===== src/rtl/instr_encoder_pkg.sv =====
// Shared core definitions for the immediate extender/encoder pair:
// immediate format encodings, error codes, the NOP word and the error check.
package instr_encoder_pkg;

  typedef enum logic [2:0] {
    IMM_I       = 3'b000,
    IMM_S       = 3'b001,
    IMM_B       = 3'b010,
    IMM_J       = 3'b011,
    IMM_U_LUI   = 3'b100,
    IMM_U_AUIPC = 3'b101,
    IMM_RSVD6   = 3'b110,
    IMM_RSVD7   = 3'b111
  } imm_src_e;

  localparam logic [1:0]  ERR_NONE    = 2'b00;
  localparam logic [1:0]  ERR_RANGE   = 2'b01;
  localparam logic [1:0]  ERR_ALIGN   = 2'b10;
  localparam logic [1:0]  ERR_ILLEGAL = 2'b11;
  localparam logic [31:0] NOP_INSTR   = 32'h0000_0013;

  typedef struct packed {
    imm_src_e    src;
    logic [31:0] imm;
    logic [6:0]  opcode;
    logic [4:0]  rd;
    logic [4:0]  rs1;
    logic [4:0]  rs2;
    logic [2:0]  funct3;
  } enc_req_t;

  // Highest-priority error wins: illegal format, then misalignment, then range.
  function automatic logic [1:0] check_err(input imm_src_e src, input logic [31:0] imm);
    logic       range_ok;
    logic [1:0] code;
    case (src)
      IMM_I, IMM_S:           range_ok = (&imm[31:11]) | ~(|imm[31:11]);
      IMM_B:                  range_ok = (&imm[31:12]) | ~(|imm[31:12]);
      IMM_J:                  range_ok = (&imm[31:20]) | ~(|imm[31:20]);
      IMM_U_LUI, IMM_U_AUIPC: range_ok = (imm[11:0] == 12'h000);
      default:                range_ok = 1'b1;
    endcase
    if ((src == IMM_RSVD6) || (src == IMM_RSVD7)) begin
      code = ERR_ILLEGAL;
    end else if (((src == IMM_B) || (src == IMM_J)) && imm[0]) begin
      code = ERR_ALIGN;
    end else if (!range_ok) begin
      code = ERR_RANGE;
    end else begin
      code = ERR_NONE;
    end
    return code;
  endfunction

endpackage


===== src/rtl/instr_encoder_if.sv =====
// Request/response bus of the instruction encoder; master drives requests
// and consumes encoded words, slave is the encoder.
interface instr_encoder_if;
  logic        in_valid;
  logic        in_ready;
  logic [2:0]  imm_src;
  logic [6:0]  opcode;
  logic [4:0]  rd;
  logic [4:0]  rs1;
  logic [4:0]  rs2;
  logic [2:0]  funct3;
  logic [31:0] imm;
  logic        out_valid;
  logic        out_ready;
  logic [31:0] instr;
  logic        err;
  logic [1:0]  err_code;
  logic [15:0] cnt_ok;
  logic [15:0] cnt_err;

  modport master (
    output in_valid, imm_src, opcode, rd, rs1, rs2, funct3, imm, out_ready,
    input  in_ready, out_valid, instr, err, err_code, cnt_ok, cnt_err
  );

  modport slave (
    input  in_valid, imm_src, opcode, rd, rs1, rs2, funct3, imm, out_ready,
    output in_ready, out_valid, instr, err, err_code, cnt_ok, cnt_err
  );
endinterface


===== src/rtl/instr_encoder_imm_pack.sv =====
// Combinational field packer: scatters immediate bits and register fields
// into the 32-bit instruction word for the selected format.
module imm_pack
  import instr_encoder_pkg::*;
(
  input  imm_src_e    src,
  input  logic [31:0] imm,
  input  logic [6:0]  opcode,
  input  logic [4:0]  rd,
  input  logic [4:0]  rs1,
  input  logic [4:0]  rs2,
  input  logic [2:0]  funct3,
  output logic [31:0] word
);

  // Format-dependent bit placement; reserved formats yield zero.
  always_comb begin
    word = 32'h0000_0000;
    case (src)
      IMM_I:                  word = {imm[11:0], rs1, funct3, rd, opcode};
      IMM_S:                  word = {imm[11:5], rs2, rs1, funct3, imm[4:0], opcode};
      IMM_B:                  word = {imm[12], imm[10:5], rs2, rs1, funct3, imm[4:1], imm[11], opcode};
      IMM_J:                  word = {imm[20], imm[10:1], imm[11], imm[19:12], rd, opcode};
      IMM_U_LUI, IMM_U_AUIPC: word = {imm[31:12], rd, opcode};
      default:                word = 32'h0000_0000;
    endcase
  end

endmodule


===== src/rtl/instr_encoder.sv =====
// Two-stage instruction encoder: S1 captures the request and its error code,
// S2 holds the packed word (or NOP on error) until the consumer takes it.
module instr_encoder
  import instr_encoder_pkg::*;
(
  input  logic            clk,
  input  logic            rst,
  instr_encoder_if.slave  bus
);

  logic        s1_valid_r;
  enc_req_t    s1_req_r;
  logic [1:0]  s1_err_r;
  logic        s2_valid_r;
  logic [31:0] s2_instr_r;
  logic [1:0]  s2_err_r;
  logic [15:0] cnt_ok_r;
  logic [15:0] cnt_err_r;

  logic        s2_adv_s;
  logic        in_ready_s;
  logic        accept_s;
  logic        fire_s;
  enc_req_t    req_s;
  logic [31:0] packed_s;
  logic [31:0] s2_instr_s;

  assign s2_adv_s   = !s2_valid_r || bus.out_ready;
  assign in_ready_s = !s1_valid_r || s2_adv_s;
  assign accept_s   = bus.in_valid && in_ready_s;
  assign fire_s     = s2_valid_r && bus.out_ready;

  // Gather the incoming request into one record.
  always_comb begin
    req_s        = '0;
    req_s.src    = imm_src_e'(bus.imm_src);
    req_s.imm    = bus.imm;
    req_s.opcode = bus.opcode;
    req_s.rd     = bus.rd;
    req_s.rs1    = bus.rs1;
    req_s.rs2    = bus.rs2;
    req_s.funct3 = bus.funct3;
  end

  // Stage 1: request register and its error classification.
  always_ff @(posedge clk or negedge rst) begin
    if (!rst) begin
      s1_valid_r <= 1'b0;
      s1_req_r   <= '0;
      s1_err_r   <= ERR_NONE;
    end else if (in_ready_s) begin
      s1_valid_r <= bus.in_valid;
      if (accept_s) begin
        s1_req_r <= req_s;
        s1_err_r <= check_err(req_s.src, req_s.imm);
      end
    end
  end

  imm_pack u_imm_pack (
    .src    (s1_req_r.src),
    .imm    (s1_req_r.imm),
    .opcode (s1_req_r.opcode),
    .rd     (s1_req_r.rd),
    .rs1    (s1_req_r.rs1),
    .rs2    (s1_req_r.rs2),
    .funct3 (s1_req_r.funct3),
    .word   (packed_s)
  );

  // Any error replaces the word with a NOP; an empty slot reads as zero.
  always_comb begin
    s2_instr_s = 32'h0000_0000;
    if (!s1_valid_r) begin
      s2_instr_s = 32'h0000_0000;
    end else if (s1_err_r != ERR_NONE) begin
      s2_instr_s = NOP_INSTR;
    end else begin
      s2_instr_s = packed_s;
    end
  end

  // Stage 2: output register, frozen while the consumer stalls.
  always_ff @(posedge clk or negedge rst) begin
    if (!rst) begin
      s2_valid_r <= 1'b0;
      s2_instr_r <= 32'h0000_0000;
      s2_err_r   <= ERR_NONE;
    end else if (s2_adv_s) begin
      s2_valid_r <= s1_valid_r;
      s2_instr_r <= s2_instr_s;
      s2_err_r   <= s1_valid_r ? s1_err_r : ERR_NONE;
    end
  end

  // Saturating good/error word counters, bumped on each output handshake.
  always_ff @(posedge clk or negedge rst) begin
    if (!rst) begin
      cnt_ok_r  <= 16'h0000;
      cnt_err_r <= 16'h0000;
    end else if (fire_s) begin
      if (s2_err_r == ERR_NONE) begin
        cnt_ok_r <= (cnt_ok_r == 16'hFFFF) ? cnt_ok_r : cnt_ok_r + 16'd1;
      end else begin
        cnt_err_r <= (cnt_err_r == 16'hFFFF) ? cnt_err_r : cnt_err_r + 16'd1;
      end
    end
  end

  assign bus.in_ready  = in_ready_s;
  assign bus.out_valid = s2_valid_r;
  assign bus.instr     = s2_instr_r;
  assign bus.err_code  = s2_err_r;
  assign bus.err       = |s2_err_r;
  assign bus.cnt_ok    = cnt_ok_r;
  assign bus.cnt_err   = cnt_err_r;

endmodule


===== src/flat_wrapper.sv =====
// flat-port wrapper written by rule: the top's interface ports become plain ports
module instr_encoder_flat import instr_encoder_pkg::*;
  (clk, rst, bus_in_valid, bus_imm_src, bus_opcode, bus_rd, bus_rs1, bus_rs2, bus_funct3, bus_imm, bus_out_ready, bus_in_ready, bus_out_valid, bus_instr, bus_err, bus_err_code, bus_cnt_ok, bus_cnt_err);
  instr_encoder_if bus_i ();
  input  logic clk;
  input  logic rst;
  input wire logic [$bits(bus_i.in_valid)-1:0] bus_in_valid;
  input wire logic [$bits(bus_i.imm_src)-1:0] bus_imm_src;
  input wire logic [$bits(bus_i.opcode)-1:0] bus_opcode;
  input wire logic [$bits(bus_i.rd)-1:0] bus_rd;
  input wire logic [$bits(bus_i.rs1)-1:0] bus_rs1;
  input wire logic [$bits(bus_i.rs2)-1:0] bus_rs2;
  input wire logic [$bits(bus_i.funct3)-1:0] bus_funct3;
  input wire logic [$bits(bus_i.imm)-1:0] bus_imm;
  input wire logic [$bits(bus_i.out_ready)-1:0] bus_out_ready;
  output wire logic [$bits(bus_i.in_ready)-1:0] bus_in_ready;
  output wire logic [$bits(bus_i.out_valid)-1:0] bus_out_valid;
  output wire logic [$bits(bus_i.instr)-1:0] bus_instr;
  output wire logic [$bits(bus_i.err)-1:0] bus_err;
  output wire logic [$bits(bus_i.err_code)-1:0] bus_err_code;
  output wire logic [$bits(bus_i.cnt_ok)-1:0] bus_cnt_ok;
  output wire logic [$bits(bus_i.cnt_err)-1:0] bus_cnt_err;
  assign bus_i.in_valid = bus_in_valid;
  assign bus_i.imm_src = bus_imm_src;
  assign bus_i.opcode = bus_opcode;
  assign bus_i.rd = bus_rd;
  assign bus_i.rs1 = bus_rs1;
  assign bus_i.rs2 = bus_rs2;
  assign bus_i.funct3 = bus_funct3;
  assign bus_i.imm = bus_imm;
  assign bus_i.out_ready = bus_out_ready;
  assign bus_in_ready = bus_i.in_ready;
  assign bus_out_valid = bus_i.out_valid;
  assign bus_instr = bus_i.instr;
  assign bus_err = bus_i.err;
  assign bus_err_code = bus_i.err_code;
  assign bus_cnt_ok = bus_i.cnt_ok;
  assign bus_cnt_err = bus_i.cnt_err;
  instr_encoder u_core (.clk(clk), .rst(rst), .bus(bus_i));
endmodule

===== config.mk =====
export PLATFORM = sky130hd
export DESIGN_NAME = instr_encoder_flat
export DESIGN_NICKNAME = d
export VERILOG_FILES = /design/src/rtl/instr_encoder_pkg.sv /design/src/rtl/instr_encoder_if.sv /design/src/rtl/instr_encoder_imm_pack.sv /design/src/rtl/instr_encoder.sv /design/src/flat_wrapper.sv
export SDC_FILE = /design/constraint.sdc
export NUM_CORES = 1
export LEC_CHECK = 0
export BUFFER_PORTS_ARGS = -buffer_cell sky130_fd_sc_hd__buf_2
export CAP_MARGIN = 20
export CORE_MARGIN = 5
export CORE_UTILIZATION = 59
export DETAILED_ROUTE_END_ITERATION = 8
export GPL_ROUTABILITY_DRIVEN = 0
export PLACE_DENSITY = 0.94
export SYNTH_ARGS = -nofsm -noshare
export SYNTH_HDL_FRONTEND = slang
export SYNTH_HIERARCHICAL = 1
export SYNTH_SLANG_ARGS = --single-unit

===== constraint.sdc =====
create_clock -name clk -period 4.87 [get_ports clk]
set_input_delay 0.487 -clock clk [delete_from_list [all_inputs] [get_ports clk]]
set_output_delay 0.487 -clock clk [all_outputs]
set_load 0.05 [all_outputs]

==> results.toml, run 1 <==
[yosys]
ys_seq_elements = 130
yosys.area_share.simple = 0.135
synth_top_family_by_area = "multiplexers"
synthArstFlopShare = 1.00
synth_top_area_frac = 0.541
ys_warn_count = 6
avgSynthCellArea_um2 = 12.1
synth_common_cells = "dfrtp_1 (130), mux2_2 (62), nand2_1 (38)"
seq_area_frac_synth = 0.541
synth_compound_area_frac = 0.0932
yosys.area_share.adder = 0.00416
synth.most_common_cell = "dfrtp_1"
synth_cell_types = 46
syn_nets = 565
synth_xor_area_frac = 0.0464
synthesis.area_mm2 = 0.00601
synth.largest_area_cell = "dfrtp_1"
synth-edff-count = 0
synth.area.mux_share = 0.151
netlist_instances = 499
ys_top_cells_by_area = "dfrtp_1 (54%), mux2_2 (12%), a22o_1 (4.4%), mux2i_1 (3.5%), xnor2_1 (2.8%)"
postSynth.topFlopCell = "dfrtp_1"

[timing]
fin_crit_sh = 0.480
min_period_ps = 2340
rsz0062_at_grt = "false"
tns_ps = 0
slew_violations = 0
hold_viol = 0
tightest_slew_ps = 1080
finalSetupViolCount = 0
fmax_mhz = 427
max_slew_margin = 0.281
finalClockSkew_ps = 9.39
whs_ps = 201

[floorplanning]
pin_count = 133
die_w_um = 111
fp-row-count = 36
core_mm2 = 0.00986
die_h_um = 111
die_area_mm2 = 0.0123
initial_utilization = 0.610

[critical_path]
crit_path_max_incr_delay_ps = 860
start_kind = "flip-flop"
slowest_stage = "nor3b_2"
cp_cell_sequence = "nor2b_2, buf_4, nor3b_2, buf_4, a22o_1"
endpoint_kind = "flip-flop"
cp.arrival_ps = 2790
crit_type = "reg -> reg"
cpMostUsedCell = "buf_4"
r2r-start = "u_core/bus.out_valid"
critPathTopFamily = "simple AND/OR/NAND/NOR gates"
critPathLaunch = "u_core/bus.out_valid"
worst_ep_required_time_ps = 5320
critPathBufInv = 2
path_max_fanout = 41

[cts]
root_buffer = "clkbuf_8"
post_cts_buffers = 0
clk_latency_ps = 510
holdBufCountCts = 0
numCtsBuffers = 17
cts_resized = 0
clk_pin_slew_ps = 60
ctsLongestPathBuffers = 2
cts_tree = "yes"
clkSinkCount = 130
cts_htree_levels = 4

[placement]
io_buffers = 132
dp_cells = 741
dp_hpwl_um = 10200

[layout]
syn_to_final_growth_pct = 22.8
nets = 695
final_cells = 775
layout-drive-gt1-share = 0.380
num-fill-cells = 621
antenna_cells = 0

[route]
dr_total_vias = 4635
viasPerCell = 5.98
drtIter0Drc = 444
drc = 0
first_pass_iters = 5
drt-wirelength-per-cell_um = 19.2
antenna_left = 0
wirelength_um = 14900

[status]
outcome = "finished clean"

[power]
net-switching-power_w = 0.00115
ir_drop_mv = 0.359
clkPwrFrac = 0.362
p_leak_nw = 3.57
combPwrFrac = 0.238
p_int_w = 0.00234
p_seq_frac = 0.399
switching_share = 0.330
cellPowerDensity_mw_per_mm2 = 473

[run]
drv_cap = 0

[worst_hold_path]
hp-class = "in -> reg"
min_from = "bus_rs1[0]"

[global_routing]
grt.total_usage = 0.242
grt_overflow = 0
grt_pass1_wl_um = 24100
grt_antenna_before_repair = 1
grt_pass1_vias = 4730
grt_max_degree = 91
## stage by stage
step	cell area (um2)	utilization	worst slack [ps]	total power, W
floorplan	6010	-	2540	0.00198
global placement	6750	0.684	2550	0.00218
detailed placement	6750	0.684	2450	0.00223
CTS	7350	0.745	2580	0.00351
global route	7380	0.749	2450	0.00363
finish	7380	0.749	2530	0.00349
## path summary, 6_finish.rpt
kind | endpoint | slack, ps | cells after the start
worst max register to register | u_core/bus.instr[17] | 2530 | 5
worst max-delay path | u_core/bus.instr[17] | 2530 | 5
max in group asynchronous | u_core/s1_req_r[46] | 3160 | 4
min in group asynchronous | u_core/bus.cnt_ok[0] | 510 | 2
worst min-delay path | u_core/s1_req_r[8] | 200 | 2
worst min register to register | u_core/bus.cnt_ok[6] | 490 | 1
## layout make-up
class                      instances  area (um2)  area share
sequential                       130        3250       0.441
clock inverter                     9         129      0.0175
timing repair buffer             139         738       0.100
inverter                           9        33.8     0.00457
clock buffer                      23         467      0.0632
tap                              133         166      0.0225
multi-input combinational        332        2600       0.352
## kinds of logic (layout without fill, tap and decap cells)
kind of cell,after synthesis,in the layout
adders and majority gates,2,2
muxes,83,83
and+or+nand+nor,138,138
xor gates and xnor gates,31,31
DFF,130,130
AOI/OAI and AO/OA,78,78
buffers and inverters,37,180
## flip-flops by register name, indices dropped and copies added (netlist names)
name and cells:
u_core/s1_valid_r 1, u_core/bus.err_code 2, u_core/bus.cnt_err 16, u_core/bus.instr 32
u_core/s1_req_r 60, u_core/s1_err_r 2, u_core/bus.cnt_ok 16, u_core/bus.out_valid 1
## cells in the final DEF, fill, tap and decap left out, drive strengths merged, types with 2 or more instances in the layout
master / n
buf: 138
dfrtp: 130
mux2: 62
nand2: 38
a22o: 30
clkbuf: 23
o21ai: 22
mux2i: 21
xnor2: 19
nand4: 16
xor2: 12
nand3: 10
o22ai: 10
nor2b: 10
inv: 9
nor4: 9
a21oi: 8
and2: 8
and4: 7
and3: 7
nand3b: 6
nor2: 6
nor3: 5
or4: 4
o221ai: 4
clkinv: 4
or2: 4
bufinv: 3
nand2b: 3
clkinvlp: 2
nand4b: 2
ha: 2
nor3b: 2
## power by group through the flow
stage          clock network [W]  logic [W]  registers (W)
5_1_grt                  0.00133   0.000886        0.00141
6_report                 0.00127   0.000833        0.00140
2_1_floorplan                  0   0.000366        0.00161
4_1_cts                  0.00129   0.000829        0.00139
3_3_place_gp                   0   0.000789        0.00139
3_5_place_dp                   0   0.000820        0.00141
## routing by layer
metal | GRT usage | up-vias | wire [um]
met5 | 0 | - | 11
li1 | - | 2082 | -
met2 | 0.412 | 224 | 7540
met1 | 0.300 | 2294 | 5880
met3 | 0.0688 | 33 | 1120
met4 | 0.0755 | 2 | 323
Note: power is estimated with default switching activity, not from simulation.
==> run 2: changes to the inputs <==
Settings changed: CORE_UTILIZATION 59 to 49, PLACE_DENSITY 0.94 to 0.84.
Clock period 4.87 ns to 1.95 ns, I/O delays scaled along.
==> run 2 against run 1 <==
- non-clock buffer count rose by 22
- clock power grew to 2.6 times the previous value
- count of clock-buffer cells in the layout stayed put
- total power grew to 2.6 times the previous value
- critical path type unchanged
- critical endpoint is now u_core/bus.cnt_err[4]
- largest power group unchanged
==> results.toml, run 2 (synthesis gave the netlist of run 1 again) <==
[cts]
cts_tree = "yes"
post_cts_buffers = 0
root_buffer = "clkbuf_16"
clkSinkCount = 130
cts_htree_levels = 4
clk_latency_ps = 420
ctsLongestPathBuffers = 2
numCtsBuffers = 17
clk_pin_slew_ps = 60

[route]
dr_total_vias = 4612
drc = 0
viasPerCell = 5.69
drtIter0Drc = 330
first_pass_iters = 5
antenna_left = 0
drt-wirelength-per-cell_um = 18.5
wirelength_um = 15000

[critical_path]
slowest_stage = "nor4_2"
critPathBufInv = 0
worst_ep_required_time_ps = 2250
cp_cell_sequence = "nand4_1, nor4_2, nor2_2, and4_1, xor2_1"
crit_path_max_incr_delay_ps = 510
cp.arrival_ps = 2150
start_kind = "flip-flop"
critPathTopFamily = "simple AND/OR/NAND/NOR gates"
endpoint_kind = "flip-flop"
path_max_fanout = 7
crit_type = "reg -> reg"

[status]
outcome = "finished clean"

[global_routing]
grt_antenna_before_repair = 0
grt_overflow = 0
grt_pass1_wl_um = 23800
grt_pass1_vias = 4729
grt_max_degree = 58
grt.total_usage = 0.209

[floorplanning]
initial_utilization = 0.501
pin_count = 133
die_area_mm2 = 0.0146
die_h_um = 121
fp-row-count = 40
core_mm2 = 0.0120
die_w_um = 121

[placement]
io_buffers = 132
dp_hpwl_um = 10800
post-place-ws_ps = 81.4
placed_area_mm2 = 0.00693

[power]
ir_drop_mv = 0.601
cellPowerDensity_mw_per_mm2 = 1160
power_w = 0.00894
p_leak_nw = 3.71

[layout]
final_area_mm2 = 0.00769
fin_util = 0.640
num-fill-cells = 932
final_common_cell = "buf_2"
syn_to_final_growth_pct = 27.8
nets = 717
layout-drive-gt1-share = 0.405
antenna_cells = 0
final_cell_mix = "buf_2 (131), dfrtp_1 (121), mux2_2 (60)"
regMostFlops = "u_core/s1_req_r"
largest_reg_flops = 60

[timing]
setup_slack_ps = 95.0
rsz0062_at_grt = "false"
hold_viol = 0
finalClockSkew_ps = 7.32
finalSetupViolCount = 0
fmax_mhz = 539
max_slew_margin = 0.473
min_period_ps = 1860
fin_crit_sh = 0.951
whs_ps = 17.2
slew_violations = 0
tightest_slew_ps = 789

[run]
drv_cap = 0

[worst_hold_path]
hp-class = "in -> reg"
## run 2: changes by cell type in the layout (fill, tap and decap cells not counted), moves of 2 or more
cell / before / now
buf_12: 0 / 4
buf_4: 6 / 14
clkbuf_1: 3 / 1
dfrtp_1: 130 / 121
dfrtp_2: 0 / 9
dlygate4sd3_1: 1 / 12
mux2_2: 62 / 60
mux2_4: 0 / 2
## run 2: stage by stage
| stage | cells | TNS, ps |
|---|---|---|
| floorplan | 499 | -2690 |
| global placement | 767 | 0 |
| detailed placement | 767 | 0 |
| CTS | 811 | 0 |
| global route | 811 | 0 |
| finish | 811 | 0 |
## run 2: final timing paths
| kind | startpoint | end | slack, ps | cells past startpoint |
|---|---|---|---|---|
| worst min-delay path | bus_rs2[3] | u_core/s1_req_r[6] | 20 | 2 |
| worst max register to register | u_core/bus.cnt_err[3] | u_core/bus.cnt_err[4] | 90 | 5 |
| max in group asynchronous | rst | u_core/s1_req_r[2] | 1020 | 3 |
| worst min register to register | u_core/s1_req_r[19] | u_core/s1_req_r[19] | 500 | 1 |
| worst max-delay path | u_core/bus.cnt_err[3] | u_core/bus.cnt_err[4] | 90 | 5 |
| min in group asynchronous | rst | u_core/bus.cnt_ok[2] | 270 | 2 |
## run 2: timing repair
action	CTS	global route
hold buffers	12	0
gates resized for setup	0	2
endpoints found under the setup margin	0	1
hold endpoints to repair	42	0
## run 2: metal layers
layer	track usage	up-vias	wire (um)
li1	-	2119	-
met1	0.256	2284	6150
met2	0.349	188	7560
met3	0.0655	21	1040
met4	0.0722	0	227
met5	0	-	0
## run 2: final cells by class
class                      count  area, um2  share of cell area
sequential                   130       3260               0.425
multi-input combinational    332       2620               0.341
timing repair buffer         161        961               0.125
clock buffer                  23        498              0.0648
tap                          147        184              0.0239
clock inverter                 9        126              0.0164
inverter                       9       33.8             0.00439
## run 2: report_power, final
| part | switching [W] | internal (W) |
|---|---|---|
| clock | 0.00112 | 0.00217 |
| combinational | 0.00142 | 0.000796 |
| sequential | 0.000346 | 0.00309 |
==> run 3: changes to the inputs <==
Settings changed: CAP_MARGIN 20 to unset, GPL_ROUTABILITY_DRIVEN 0 to unset, REMOVE_ABC_BUFFERS set to 1.
==> run 3 against run 2 <==
- combinational power about the same
- clock power up 6%
- register-to-register slack worse by 40 ps
- sequential power about the same
- cell count down 1.4%
- fmax down 2.0%
- critical path type unchanged
==> results.toml, run 3 (synthesis gave the netlist of run 1 again) <==
[timing]
slew_violations = 0
finalClockSkew_ps = 7.14
tightest_slew_ps = 770
hold_viol = 0
max_slew_margin = 0.485
min_period_ps = 1890
fmax_mhz = 529
tns_ps = 0
setup_slack_ps = 58.0
finalSetupViolCount = 0
fin_crit_sh = 0.970

[layout]
nets = 707
regMostFlops = "u_core/s1_req_r"
largest_reg_flops = 60
syn_to_final_growth_pct = 26.8
final_cell_mix = "buf_2 (131), dfrtp_1 (129), mux2_2 (62)"
final_common_cell = "buf_2"
antenna_cells = 0
layout-drive-gt1-share = 0.392
fin_util = 0.635

[placement]
dp_hpwl_um = 10200
io_buffers = 132
gp_congestion = 0.900
post-place-ws_ps = 43.9

[power]
ir_drop_mv = 0.600
p_int_w = 0.00616
p_leak_nw = 3.68
clkPwrFrac = 0.382
p_seq_frac = 0.376
combPwrFrac = 0.242
cellPowerDensity_mw_per_mm2 = 1190
power_w = 0.00909
net-switching-power_w = 0.00293
switching_share = 0.322

[route]
drc = 0
wirelength_um = 14900
first_pass_iters = 5
viasPerCell = 5.78
dr_total_vias = 4626
drt-wirelength-per-cell_um = 18.6
antenna_left = 0
drtIter0Drc = 373

[critical_path]
r2r-start = "u_core/bus.cnt_err[2]"
path_max_fanout = 6
cp_cell_sequence = "nand4_1, or4_4, nor2_1, xor2_1"
crit_type = "reg -> reg"
worst_ep_required_time_ps = 2290
slowest_stage = "or4_4"
crit_path_max_incr_delay_ps = 700
endpoint_kind = "flip-flop"
cp.arrival_ps = 2230
start_kind = "flip-flop"
critPathLaunch = "u_core/bus.cnt_err[2]"

[cts]
post_cts_buffers = 0
clk_pin_slew_ps = 60
clk_latency_ps = 420
numCtsBuffers = 17
clkSinkCount = 130
root_buffer = "clkbuf_16"
cts_tree = "yes"
ctsLongestPathBuffers = 2
cts_htree_levels = 4

[global_routing]
grt_busiest_layer = "met2"
grt_antenna_before_repair = 0
grt_max_degree = 91
met2_usage = 0.356
use_met1 = 0.273
grt_util_met3 = 0.0585
grt_overflow = 0
grt_pass1_wl_um = 24800
grt_pass1_vias = 4994
grt.total_usage = 0.216

[status]
outcome = "finished clean"

[floorplanning]
die_w_um = 121
die_area_mm2 = 0.0146
fp-row-count = 40
pin_count = 133
die_h_um = 121
core_mm2 = 0.0120
initial_utilization = 0.501

[worst_hold_path]
hp-class = "in -> reg"
min_from = "bus_in_valid"

[run]
drv_cap = 0
[run 3: cell types whose count changed in the layout (fill, tap and decap cells not counted), sizes merged]
| cell | delta |
|---|---|
| clkinvlp | +1 |
| buf | -4 |
| dlygate4sd3 | -6 |
| bufinv | +2 |
| clkinv | -2 |
| clkbuf | -4 |
| inv | +2 |
[run 3: routing by layer]
layer | vias up | share of wire
met3 | 32 | 0.065
met4 | 0 | 0.023
li1 | 2116 | -
met2 | 196 | 0.49
met1 | 2282 | 0.42
met5 | - | 0
[run 3: power by group through the flow]
stage	sequential [W]	combinational, W	clock, W
CTS	0.00341	0.00220	0.00354
global placement	0.00341	0.00212	0
finish	0.00342	0.00220	0.00348
global route	0.00347	0.00237	0.00367
detailed placement	0.00345	0.00218	0
floorplan	0.00408	0.000830	0
[run 3: worst paths after layout]
path,slack (ps),endpoint,depth (start not counted)
max,60,u_core/bus.cnt_err[9],4
min,20,u_core/s1_valid_r,2
max reg2reg,60,u_core/bus.cnt_err[9],4
min reg2reg,480,u_core/bus.instr[0],2
max in group asynchronous,1170,u_core/bus.cnt_ok[12],3
min in group asynchronous,350,u_core/bus.instr[26],3
[run 3: layout make-up]
cell class / instances / area, um2
tap: 147 / 184
multi-input combinational: 332 / 2630
clock inverter: 12 / 205
timing repair buffer: 151 / 871
sequential: 130 / 3250
inverter: 9 / 33.8
clock buffer: 19 / 443
fill: 909 / 4390
[run 3: metrics by stage]
| stage | hold WS, ps | instances | cell area (um2) |
|---|---|---|---|
| 2_1_floorplan | -101 | 471 | 5870 |
| 3_3_place_gp | 276 | 763 | 6880 |
| 5_1_grt | 2.31 | 800 | 7620 |
| 3_5_place_dp | 282 | 763 | 6880 |
| 4_1_cts | 0.0198 | 800 | 7590 |
| 6_report | 18.6 | 800 | 7620 |
[run 3: timing repair]
item	in CTS	in global routing
resized for setup	0	6
endpoints found under the hold margin	135	0
hold buffers	6	0
setup endpoints to repair	0	8
[run 3: worst max-delay path, delay by kind of cell, from the launching register on]
kind / cells / cell delay (ps)
xor gates and xnor gates: 1 / 160
DFF: 1 / 440
and+or+nand+nor: 3 / 1210
